$ cat config.mk
export PLATFORM = sky130hd
export DESIGN_NAME = decoder_proj
export DESIGN_NICKNAME = d
export VERILOG_FILES = /design/src/rtl/decoder_proj_pkg.sv /design/src/rtl/decoder_proj_seg7_lookup.sv /design/src/rtl/decoder_proj.sv
export SDC_FILE = /design/constraint.sdc
export NUM_CORES = 1
export LEC_CHECK = 0
export CELL_PAD_IN_SITES_DETAIL_PLACEMENT = 1
export CELL_PAD_IN_SITES_GLOBAL_PLACEMENT = 1
export CORE_MARGIN = 4
export CORE_UTILIZATION = 33
export CTS_CLUSTER_DIAMETER = 80
export CTS_CLUSTER_SIZE = 25
export DETAILED_ROUTE_END_ITERATION = 8
export GPL_ROUTABILITY_DRIVEN = 0
export GPL_TIMING_DRIVEN = 0
export HOLD_SLACK_MARGIN = 0.1
export PLACE_DENSITY_LB_ADDON = 0.3
export REMOVE_ABC_BUFFERS = 1
export SYNTH_ARGS = -nofsm -noshare
export SYNTH_HDL_FRONTEND = slang
export SYNTH_SLANG_ARGS = --single-unit
$ cat constraint.sdc
create_clock -name clk -period 1.4 [get_ports clk]
set_input_delay 0.28 -clock clk [delete_from_list [all_inputs] [get_ports clk]]
set_output_delay 0.28 -clock clk [all_outputs]
set_load 0.05 [all_outputs]
$ cat src/rtl/decoder_proj_pkg.sv
// Shared constants for the seven-segment-to-hex decoder: glyph map, segment bit
// positions and the width of the error counter.
package decoder_proj_pkg;

    localparam int SEG_A = 6;
    localparam int SEG_B = 5;
    localparam int SEG_C = 4;
    localparam int SEG_D = 3;
    localparam int SEG_E = 2;
    localparam int SEG_F = 1;
    localparam int SEG_G = 0;

    localparam int ERR_CNT_W  = 8;
    localparam int NUM_GLYPHS = 16;

    // Entry i is the abcdefg pattern that decodes to hex value i.
    localparam logic [6:0] GLYPH_MAP [NUM_GLYPHS] = '{
        7'b1111110, 7'b0110000, 7'b1101101, 7'b1111001,
        7'b0110011, 7'b1011011, 7'b1011111, 7'b1110000,
        7'b1111111, 7'b1111011, 7'b1110111, 7'b0011111,
        7'b1001110, 7'b0111101, 7'b1001111, 7'b1000111
    };

    function automatic logic [4:0] glyphDecode(input logic [6:0] seg);
        logic [4:0] result;
        result = '0;
        for (int i = 0; i < NUM_GLYPHS; i++) begin
            if (seg == GLYPH_MAP[i]) begin
                result = {1'b1, 4'(i)};
            end
        end
        return result;
    endfunction

endpackage

$ cat src/rtl/decoder_proj_seg7_lookup.sv
// Combinational exact-match lookup of a raw segment pattern against the glyph map.
module seg7_lookup
    import decoder_proj_pkg::*;
(
    input  logic [6:0] seg_i,
    output logic       hit_o,
    output logic [3:0] value_o
);

    logic [6:0] segKey;

    // Gather segments into abcdefg order so the map stays readable if pins move.
    assign segKey = {seg_i[SEG_A], seg_i[SEG_B], seg_i[SEG_C], seg_i[SEG_D],
                     seg_i[SEG_E], seg_i[SEG_F], seg_i[SEG_G]};

    always_comb begin
        hit_o   = 1'b0;
        value_o = 4'd0;
        for (int i = 0; i < NUM_GLYPHS; i++) begin
            if (segKey == GLYPH_MAP[i]) begin
                hit_o   = 1'b1;
                value_o = 4'(i);
            end
        end
    end

endmodule

$ cat src/rtl/decoder_proj.sv
// Registers the decoded glyph, flags value changes and counts unrecognised patterns;
// also carries the formal cover/assert harness.
module decoder_proj
    import decoder_proj_pkg::*;
(
    input  logic                 clk,
    input  logic                 rst_n,
    input  logic [6:0]           io_in,
    output logic [3:0]           digit,
    output logic                 valid,
    output logic                 changed,
    output logic [ERR_CNT_W-1:0] err_cnt
);

    logic       hit;
    logic [3:0] value;

    logic [3:0]           digit_q,   digit_d;
    logic                 valid_q,   valid_d;
    logic                 changed_q, changed_d;
    logic [ERR_CNT_W-1:0] errCnt_q,  errCnt_d;
    logic [3:0]           prev_q,    prev_d;
    logic                 seen_q,    seen_d;

    seg7_lookup uLookup (
        .seg_i   (io_in),
        .hit_o   (hit),
        .value_o (value)
    );

    // Invalid samples leave digit/prev untouched so a gap never fakes a change.
    always_comb begin
        digit_d   = digit_q;
        valid_d   = 1'b0;
        changed_d = 1'b0;
        errCnt_d  = errCnt_q;
        prev_d    = prev_q;
        seen_d    = seen_q;
        if (hit) begin
            digit_d   = value;
            valid_d   = 1'b1;
            changed_d = !seen_q || (value != prev_q);
            prev_d    = value;
            seen_d    = 1'b1;
        end else if (errCnt_q != '1) begin
            errCnt_d = errCnt_q + 1'b1;
        end
    end

    always_ff @(posedge clk or negedge rst_n) begin
        if (!rst_n) begin
            digit_q   <= '0;
            valid_q   <= 1'b0;
            changed_q <= 1'b0;
            errCnt_q  <= '0;
            prev_q    <= '0;
            seen_q    <= 1'b0;
        end else begin
            digit_q   <= digit_d;
            valid_q   <= valid_d;
            changed_q <= changed_d;
            errCnt_q  <= errCnt_d;
            prev_q    <= prev_d;
            seen_q    <= seen_d;
        end
    end

    assign digit   = digit_q;
    assign valid   = valid_q;
    assign changed = changed_q;
    assign err_cnt = errCnt_q;

`ifdef FORMAL
    logic fPast_q;

    always_ff @(posedge clk or negedge rst_n) begin
        if (!rst_n) begin
            fPast_q <= 1'b0;
        end else begin
            fPast_q <= 1'b1;
        end
    end

    for (genvar g = 0; g < NUM_GLYPHS; g++) begin : gCover
        cGlyph: cover property (@(posedge clk) disable iff (!rst_n)
            fPast_q && valid && ($past(io_in) == GLYPH_MAP[g]));
    end

    aValidDigit: assert property (@(posedge clk) disable iff (!rst_n)
        (fPast_q && valid) |-> ({1'b1, digit} == glyphDecode($past(io_in))));

    aErrMonotonic: assert property (@(posedge clk) disable iff (!rst_n)
        fPast_q |-> (err_cnt >= $past(err_cnt)));
`endif

endmodule

==> Yosys cells after proc, flatten, opt, wreduce, memory -nomap -nowiden <==
Cells that the tools add are included.
{ "word_totals": {"reg_bits": 15, "out_inout_bits": 14, "word_cells": 61} }
{ "classes": {"addsub": 1, "eq_ne": 18, "mux": 33, "bitwise": 1, "n_reduce_logical": 3} }
{ "ops": {"columns": ["cell", "count"], "rows": [
  ["$eq 7x7->1 const B", 12],
  ["$mux 4", 8],
  ["$eq 7x6->1 const B", 3],
  ["$mux 1", 19],
  ["$mux 3", 4],
  ["$add 8x1->8 const B", 1],
  ["$ne 8x8->1 const B", 1],
  ["$eq 7x5->1 const B", 1],
  ["$mux 2", 2],
  ["$ne 4x4->1", 1],
  ["$reduce_and 2->1", 1],
  ["$logic_not 1->1", 1],
  ["$logic_or 1x1->1", 1],
  ["$not 1->1", 1]
]} }

==> Longest topological paths before layout <==
{ "depth": {"word_depth": 19, "depth_mapped": 8, "depth_no_buf": 6} }

==> By module <==
Synthesis repeated with hierarchy kept, for this count alone.
{ "unflattened": {"cells_unflattened": 110, "hier_area_um2": 1046.0} }
{ "by_module_without_submodules": {"columns": ["mod", "instances", "cells_per_inst", "area_per_inst_um2", "seq_area_each_um2"], "rows": [
  ["decoder_proj", 1, 56, 683.2, 375.4],
  ["seg7_lookup", 1, 54, 362.8, 0.0]
]} }

==> Worst setup path before layout <==
OpenSTA, ideal clock, no wires.
{ "synth_path": {"kind": "register -> register", "from": "reg errCnt_q[0], in the netlist err_cnt[0]", "to": "reg errCnt_q[5], in the netlist err_cnt[5]", "arrival_time_ps": 1677, "setup_slack_ps": -418, "path_stages_with_launch": 7, "n_path_buf": 0, "synth_period_minus_slack_ps": 1818, "cell_sequence": "dfrtp_1 > ha_1 > and3_1 > nand3_1 > and4_1 > nand4_1 > xnor2_1"} }
{ "synth_via": {"elab_chain_len": 2, "elab_cells_between_ends": 3, "classes_between": "add/sub: 1; eq/ne: 1; reduce/logical: 1"} }
{ "synth_lines": {"columns": ["item", "line_no", "source"], "rows": [
  ["from (decl)", "decoder_proj.sv:21", "logic [ERR_CNT_W-1:0] errCnt_q, errCnt_d;"],
  ["from (signal assigned)", "decoder_proj.sv:62", "errCnt_q <= errCnt_d;"],
  ["parallel branches: the longest is 2 deep, another holds $add 8x1->8", null, null]
]} }
Parallel ways; which one is timed is not known.
A chain may end at the register's enable or synchronous reset.

==> Worst setup path after layout <==
{ "layout_path": {"from": "in io_in[3]", "to": "reg errCnt_q[1], in the netlist err_cnt[1]"} }
{ "layout_via": {"elab_chain_len": 19, "elab_cells_between_ends": 34, "classes_between": "eq/ne: 16; mux: 16; bitwise: 1; reduce/logical: 1"} }
{ "layout_lines": {"columns": ["item", "line_no", "source"], "rows": [
  ["from (decl)", "decoder_proj.sv:8", "input logic [6:0] io_in,"],
  ["$eq 7x7->1", "decoder_proj_seg7_lookup.sv:20", "if (segKey == GLYPH_MAP[i]) begin"],
  ["$mux 1 (15 in a row)", "decoder_proj_seg7_lookup.sv:20", null],
  ["$mux 1 (*)", "decoder_proj_seg7_lookup.sv:20", null],
  ["$not 1->1 (no line) (*)", null, null],
  ["$reduce_and 2->1 (no line) (*)", null, null]
]} }
Every way passes the cells marked *; elsewhere a longest branch is shown, timed or not.

==> results.py <==
metrics = {
    "drt": {
        "wire_per_inst_um": 18.8,
        "postRouteAntennaNets": 0,
        "drc": 0,
        "routed_wl_um": 3530,
        "drt_iter0_drc": 31,
        "num_vias": 1045,
        "via_per_inst": 5.56,
        "drtPass1Iterations": 4,
    },
    "clock_tree": {
        "clock_sinks": 15,
        "cts_buffer_depth": 2,
        "path_clk_slew_ns": 0.10,
        "h-tree-depth": 1,
        "clk_latency_ns": 0.29,
        "cts_root_buf": "clkbuf_4",
        "cts_buffers": 3,
        "cts_tree": "yes",
    },
    "synth": {
        "synthMuxAreaShare_pct": 2.14,
        "yosysSeqAreaShare_pct": 37.8,
        "netlist_instances": 107,
        "yosys.area_share.simple_pct": 31.6,
        "ys_warn_count": 0,
        "async_reset_ff_share_pct": 100,
        "ys_seq_elements": 15,
        "ys.flop_type": "dfrtp_1",
        "synth-edff-count": 0,
        "ys_types": 41,
        "synthAdderAreaFrac_pct": 1.26,
        "synth_xor_area_share_pct": 10.6,
        "synth_top_family_by_area": "simple AND/OR/NAND/NOR gates",
        "synth_compound_area_share_pct": 11.5,
        "syn_area_per_cell_um2": 9.28,
        "netlist_area_um2": 993,
    },
    "worst_setup_path": {
        "cpLargestDelayFamily": "simple AND/OR/NAND/NOR gates",
        "critPathSlowestCell": "or4b_4",
        "path_class": "input pin to register",
        "critPathMaxFanout": 5,
        "end_kind": "register",
        "arrival_ns": 1.81,
        "crit_path_start_kind": "input pin",
        "path_buf_inv": 2,
        "worstPathCellList": "buf_12 > or4b_4 > nor3_4 > or3_4 > nor4_4 > buf_6 > nand2_4 > mux2_4",
        "cp.required_ns": 1.59,
        "max_stage_delay_ns": 0.54,
    },
    "place": {
        "dp_hpwl_um": 1750,
        "io_buffers": 22,
        "dp_cells": 153,
    },
    "die": {
        "die_w_um": 62.9,
        "coreArea_mm2": 0.00281,
        "die_h_um": 62.9,
        "initial_utilization_pct": 35.4,
        "dieArea_mm2": 0.00395,
        "rows": 19,
        "io_pins": 23,
    },
    "sta": {
        "hold_viol": 0,
        "min_period_ns": 1.62,
        "tightest_slew_ns": 0.707,
        "rsz0062_at_grt": "yes",
        "setup_viol": 14,
        "slew_headroom_pct": 52.7,
        "final_max_slew_viol_count": 0,
        "fin_ws_ns": -0.224,
        "finalSetupTns_ns": -1.98,
        "finClkSkew_ns": 0.00909,
        "max_clock_freq_mhz": 616,
        "min_period_over_period_pct": 116,
    },
    "power": {
        "ir_drop_mv": 0.854,
        "power_switching_uw": 1210,
        "internal_power_uw": 1240,
        "leakage_uw": 0.000790,
        "swShare_pct": 49.4,
        "pwr-share-clk_pct": 10.3,
        "powerDensity_mw_per_mm2": 1420,
        "p_comb_share_pct": 59.1,
        "power_frac_seq_pct": 30.6,
    },
    "layout": {
        "syn_to_final_growth_pct": 74.3,
        "drive_gt1_share_pct": 59.9,
        "layout_commonest_cell": "buf_4",
        "seq_area_um2": 375,
        "layout_common_cells": "buf_4 (25), dfrtp_1 (15), buf_2 (10), nand2_1 (8), buf_6 (7)",
        "fill_cells": 312,
        "diodes": 0,
        "multi_input_comb_area_um2": 798,
        "stdcell_count": 188,
        "fin_nets": 168,
    },
    "hold_path": {
        "hp-class": "input pin to register",
    },
    "global_route": {
        "track_usage_pct": 15.9,
        "antenna_found_initial": 0,
        "grt_pass1_vias": 1052,
        "grt-ovfl-total": 0,
        "grt_max_degree": 16,
        "grt_pass1_wl_um": 5040,
    },
    "outcome": {
        "status": "complete, but fails checks",
        "violations": "negative setup slack",
    },
    "run": {
        "maxCapViolCount": 0,
    },
}
## tightest hold or removal path: stages
cell	delay [ns]
buf_6	0.14
a41oi_4	0.12
nand2_1	0.05
## synthesized netlist by cell type (all sizes together) (3+ instances only)
cell type,n,share of area [%]
dfrtp,15,38
nand2,14,6.0
xnor2,8,7.1
buf,7,4.4
nand3,7,3.5
and3,5,3.1
nor3,5,3.0
nor2,4,1.5
xor2,4,3.5
a21oi,3,1.5
nand2b,3,1.9
o21ai,3,1.5
## final cells by class
class / count / area share, %
multi-input cells: 83 / 46.1
repair buffers: 53 / 28.0
flip-flops and latches: 15 / 21.7
well taps: 31 / 2.24
clock buffers: 3 / 1.30
inverters: 2 / 0.434
clock inverters: 1 / 0.289
## sequential cells by signal, indices dropped and copies added, names as in the netlist
signal	flops
changed	1
err_cnt	8
prev_q	4
seen_q	1
valid	1
## per-layer routing
metal | part of all wire (%) | GRT usage, % | wire [um] | up-vias
li1 | - | - | - | 483
met1 | 41 | 19.4 | 1440 | 525
met2 | 53 | 27.4 | 1880 | 27
met3 | 2.8 | 2.70 | 100 | 10
met4 | 3.2 | 6.61 | 114 | 0
met5 | 0 | 0 | 0 | -
## power groups by stage
stage	Clock (uW)	Combinational (uW)	Sequential, uW
2_1_floorplan	0	303	1230
3_3_place_gp	0	1200	735
3_5_place_dp	0	1220	746
4_1_cts	260	1250	738
5_1_grt	299	1550	777
6_report	253	1450	750
## repair_timing
item                       4_1_cts  5_1_grt
hold endpoints to repair         0        0
resized for setup              108       59
hold buffers                     0        0
pin swaps                        8       17
cloned                           0        1
setup endpoints to repair       29       23
buffers inserted                15       17
## worst paths after layout
path / depth (start not counted) / start / to / slack [ns]
max: 8 / io_in[3] / err_cnt[1] / -0.22
max reg2reg: 6 / err_cnt[1] / err_cnt[7] / -0.14
min in group asynchronous: 1 / rst_n / changed / 0.40
min reg2reg: 1 / err_cnt[5] / err_cnt[5] / 0.50
min: 3 / io_in[1] / prev_q[1] / 0.33
max in group asynchronous: 1 / rst_n / prev_q[0] / 0.54
## cell families after synthesis
kind of cell    Yosys count
simple gates             52
compound gates           16
flops                    15
xor+xnor                 12
buf+inv                   9
mux                       2
fa+ha+maj                 1
## through the flow
stage               hold WS, ns  total power [uW]  setup slack (ns)  instance area, um^2  util (%)
floorplan               -0.0156              1530            -0.574                  950         -
global placement          0.474              1930             -1.57                 1210      43.1
detailed placement        0.487              1970             -1.62                 1210      43.1
CTS                       0.379              2250            -0.295                 1430      50.9
global route              0.338              2620            -0.259                 1730      61.7
finish                    0.327              2450            -0.224                 1730      61.7
Note: power is estimated with default switching activity, not from simulation.
